===== src/rtl/slow_stable_capture.sv =====
`default_nettype none
// ============================================================================
// Module   : slow_stable_capture
// Brief    : Stability filter and one-deep valid/ready output register for a
//            bus arriving from a fast-to-slow synchronizer.
// Option   : SLOW_STABLE_CAPTURE_TS_EN adds a free-running commit timestamp.
// Revision : 1.0
// ============================================================================
module slow_stable_capture #(
   parameter int             N             = 2,
   parameter int             STABLE_CYCLES = 2,
   parameter logic [N-1:0]   RESET_VAL     = '0,
   parameter int             TS_W          = 16
) (
   input  logic             slowclk,
   input  logic             rst_n,
   input  logic [N-1:0]     synced,
   output logic [N-1:0]     out_data,
   output logic             out_valid,
   input  logic             out_ready,
   input  logic             ovf_clr,
   output logic             overflow
`ifdef SLOW_STABLE_CAPTURE_TS_EN
   ,output logic [TS_W-1:0] out_ts
`endif
);

   localparam int                c_CNT_W   = $clog2(STABLE_CYCLES + 1);
   localparam logic [c_CNT_W-1:0] c_CNT_MAX = c_CNT_W'(STABLE_CYCLES);

   typedef enum logic [0:0] {
      ST_EMPTY = 1'b0,
      ST_FULL  = 1'b1
   } state_t;

   if (STABLE_CYCLES < 1 || TS_W < 1 || N < 1) begin : g_param_check
      $error("slow_stable_capture: illegal parameter value");
   end

   logic [N-1:0]       r_s_q;
   logic [c_CNT_W-1:0] r_cnt;
   logic [N-1:0]       r_committed;
   logic [N-1:0]       r_data;
   logic               r_ovf;
   state_t             r_state;

   logic               w_qual;
   state_t             w_state_nxt;
   logic               w_ovf_nxt;

   // Sample register and run-length counter; the counter saturates so a
   // long-held value stays qualified without wrapping.
   always_ff @(posedge slowclk or negedge rst_n) begin
      if (!rst_n) begin
         r_s_q <= RESET_VAL;
         r_cnt <= c_CNT_MAX;
      end else begin
         r_s_q <= synced;
         if (synced != r_s_q) begin
            r_cnt <= c_CNT_W'(1);
         end else if (r_cnt != c_CNT_MAX) begin
            r_cnt <= r_cnt + c_CNT_W'(1);
         end
      end
   end

   assign w_qual = (r_cnt == c_CNT_MAX) && (r_s_q != r_committed);

   always_ff @(posedge slowclk or negedge rst_n) begin
      if (!rst_n) begin
         r_committed <= RESET_VAL;
         r_data      <= RESET_VAL;
      end else if (w_qual) begin
         r_committed <= r_s_q;
         r_data      <= r_s_q;
      end
   end

   always_ff @(posedge slowclk or negedge rst_n) begin
      if (!rst_n) begin
         r_state <= ST_EMPTY;
         r_ovf   <= 1'b0;
      end else begin
         r_state <= w_state_nxt;
         r_ovf   <= w_ovf_nxt;
      end
   end

   // A qualifying value while FULL always replaces the held one; it is only
   // a loss when the consumer did not take the old value on the same edge.
   always_comb begin
      w_state_nxt = r_state;
      w_ovf_nxt   = r_ovf;
      if (ovf_clr) begin
         w_ovf_nxt = 1'b0;
      end
      case (r_state)
         ST_EMPTY: begin
            if (w_qual) begin
               w_state_nxt = ST_FULL;
            end
         end
         ST_FULL: begin
            if (out_ready && !w_qual) begin
               w_state_nxt = ST_EMPTY;
            end else if (!out_ready && w_qual) begin
               w_ovf_nxt = 1'b1;
            end
         end
         default: begin
            w_state_nxt = ST_EMPTY;
         end
      endcase
   end

   assign out_data  = r_data;
   assign out_valid = (r_state == ST_FULL);
   assign overflow  = r_ovf;

`ifdef SLOW_STABLE_CAPTURE_TS_EN
   logic [TS_W-1:0] r_ts_cnt;
   logic [TS_W-1:0] r_ts;

   // The stamp is the counter value before this edge's increment.
   always_ff @(posedge slowclk or negedge rst_n) begin
      if (!rst_n) begin
         r_ts_cnt <= '0;
         r_ts     <= '0;
      end else begin
         r_ts_cnt <= r_ts_cnt + TS_W'(1);
         if (w_qual) begin
            r_ts <= r_ts_cnt;
         end
      end
   end

   assign out_ts = r_ts;
`endif

endmodule
`default_nettype wire


===== config.mk =====
export PLATFORM = sky130hd
export DESIGN_NAME = slow_stable_capture
export DESIGN_NICKNAME = d
export VERILOG_FILES = /design/src/rtl/slow_stable_capture.sv
export SDC_FILE = /design/constraint.sdc
export NUM_CORES = 1
export LEC_CHECK = 0
export CAP_MARGIN = 20
export CORE_AREA = 4 4 41 43
export CTS_CLUSTER_SIZE = 8
export DETAILED_ROUTE_END_ITERATION = 12
export DIE_AREA = 0 0 45 47
export DONT_BUFFER_PORTS = 1
export HOLD_SLACK_MARGIN = 0.02
export SLEW_MARGIN = 5
export SYNTH_ARGS = -nofsm -noshare
export SYNTH_HDL_FRONTEND = slang
export SYNTH_SLANG_ARGS = --single-unit

===== constraint.sdc =====
create_clock -name slowclk -period 1.8 [get_ports slowclk]
set_input_delay 0.18 -clock slowclk [delete_from_list [all_inputs] [get_ports slowclk]]
set_output_delay 0.18 -clock slowclk [all_outputs]
set_load 0.03 [all_outputs]

==> impl_metrics.ini <==
[global_route]
first_global_vias = 245
grtUsageMet1 = 0.07009
grt_use_total = 0.07257
grt_overflow = 0
antenna_found_initial = 0
use_met2 = 0.1186
grt_max_degree = 9
grt_most_used_layer = met2
grt_util_met3 = 0.04981
grt_pass1_wl_um = 1014

[worst_setup_path]
slowest_delay_ns = 0.53
worstPathCellList = ha_1 > xnor2_1 > or3_1
worstPathArrival_ns = 1.43
cp_max_fo = 6
worstRegToRegCells = 3
critPathKind = register to register
r2r-start = r_cnt[1]
rr_endpoint = r_cnt[0]
cp.required_ns = 1.94
cpMaxStageDelayCell = dfstp_2
rrSetupSlack_ns = 0.50
start_kind = register
end_kind = register

[sta]
fin_skew_ns = 0.009182
min_period_ns = 1.298
hold_viol_final = 0
period_share = 0.7209
tightest_slew_ns = 0.3652
finalSetupViolCount = 0
slew_violations = 0
hold-worst-slack_ns = 0.1153
setup-tns-final_ns = 0
rsz0062_at_grt = no
relSlewSlack = 0.7558
fmax_ghz = 0.7707

[yosys]
syn_avg_cell_area_um2 = 12.66
ys_top_cells_by_area = dfrtp_1, xor2_1, dfstp_2
synthesis.area_um2 = 329.1
syn_nets = 33
ys_types = 15
synth_edf_count = 0
synth_seq_cells = 8
synth_top_area_share = 0.5323
yosys_warnings = 0
netlist.top_cell.by_area = dfrtp_1
synthArstFlopShare = 1.000
synth_top_flop_cell = dfrtp_1
synth_commonest_cells = dfrtp_1, xor2_1, inv_1, mux2_2
yosysMostFrequentCell = dfrtp_1
netlist_instances = 26
ys_seq_area_frac = 0.6122

[cells_and_area]
drive_gt1_frac = 0.1765
syn_to_final_growth_pct = 25.86
multi_input_area_um2 = 120.1
seqCellArea_um2 = 201.4
diodes = 0
stdcell_area_um2 = 414.1
num-fill-cells = 133
final_nets = 42

[die]
die_area_um2 = 2115
die_w_um = 45
die_h_um = 47
core-area_um2 = 1301
num_rows = 13
io_pins = 10
initial_core_util = 0.2529

[cts]
clock_latency_ns = 0.25
clk_path_buf_depth = 2
ctsHoldBuffers = 4
tritoncts = yes
clk_pin_slew_worst_paths_ns = 0.06
clockRootBuffer = clkbuf_4
cts.sinks = 8
h-tree-depth = 1
postCtsSetupBuffers = 0
cts_buffers = 3
cts_resized = 0

[run_status]
run_status = complete, no violations

[power_and_ir_drop]
p_total_uw = 522.4
p_per_area_nw_per_um2 = 1261
ir_worst_vdd_mv = 0.5264
leakage_uw = 0.0001896

[hold_path]
hold_depth = 2
whs_endpoint = out_valid
min_from = out_ready
worstHoldPathType = input pin to register

[placement]
io_buffer_count = 0
dpl-instance-area_um2 = 347.8
place_congestion = 0.6856
dpl.hpwl_um = 454.8

[drt]
vias = 210
drtAntennaViolNets = 0
vias_per_cell = 4.286
route.detailed.drc = 0
wl_per_cell_um = 11.84
wl_um = 580
drt_first_pass_iters = 4
drt_iter0_drc = 2

[run]
cap_viol_max_count = 0
-- metal layers --
layer  part of all wire  vias to the layer above
met5                  0                        -
met2               0.41                       15
li1                   -                      101
met4              0.022                        0
met3               0.16                        2
met1               0.41                       92
-- cells in the final DEF, fill, tap and decap left out, types with 2 or more instances in the layout --
| master | instances |
|---|---|
| inv_1 | 2 |
| xor2_1 | 4 |
| clkbuf_4 | 3 |
| mux2_2 | 2 |
| dfrtp_1 | 7 |
| dlygate4sd3_1 | 4 |
-- cells by family after synthesis --
family                   count (synthesis)  share of synthesized area
flip-flops                               8                     0.6122
XOR/XNOR                                 5                     0.1331
AND/OR/NAND/NOR                          5                    0.07603
AO/OA/AOI/OAI                            3                    0.04941
buffers and inverters                    2                    0.02282
multiplexers                             2                    0.06844
adder cells (fa/ha/maj)                  1                    0.03802
-- final cells by class --
type,count,share of cell area
clock buffers,4,0.06344
flip-flops and latches,8,0.4864
multi-input cells,16,0.2900
well taps,15,0.04532
repair buffers,4,0.09668
inverters,2,0.01813
-- state kept, by name, indices dropped and copies added (netlist names) --
| signal | count |
|---|---|
| out_data | 2 |
| r_cnt | 2 |
| r_s_q | 2 |
| out_valid | 1 |
| overflow | 1 |
-- worst max-delay path by stage --
stage / depth (start not counted) / start / to
floorplan: 3 / r_cnt[1] / r_cnt[0]
global placement: 3 / r_cnt[1] / r_cnt[0]
detailed placement: 3 / r_cnt[1] / r_cnt[0]
CTS: 3 / r_cnt[1] / r_cnt[0]
global route: 3 / r_cnt[1] / r_cnt[0]
finish: 3 / r_cnt[1] / r_cnt[0]
-- worst max-delay path, delay by kind of cell (launching register included) --
| kind | cells | cell delay (ns) |
|---|---|---|
| xor gates and xnor gates | 1 | 0.09 |
| adders and majority gates | 1 | 0.27 |
| DFF | 1 | 0.53 |
| and+or+nand+nor | 1 | 0.30 |
-- stage by stage --
step,instances,utilization,setup WS (ns)
after global routing,49,0.3183,0.4447
after CTS,49,0.3183,0.4965
after detailed placement,41,0.2673,0.5016
final,49,0.3183,0.5024
after floorplan,26,-,0.5683
after global placement,41,0.2673,0.5411
-- report_power, final --
part           switching [µW]  internal [µW]  total [µW]
Combinational            32.4           44.5        76.9
Sequential               83.9            214         298
Clock                    62.3           84.9         147
No activity file was read; power rests on OpenSTA's default activity.
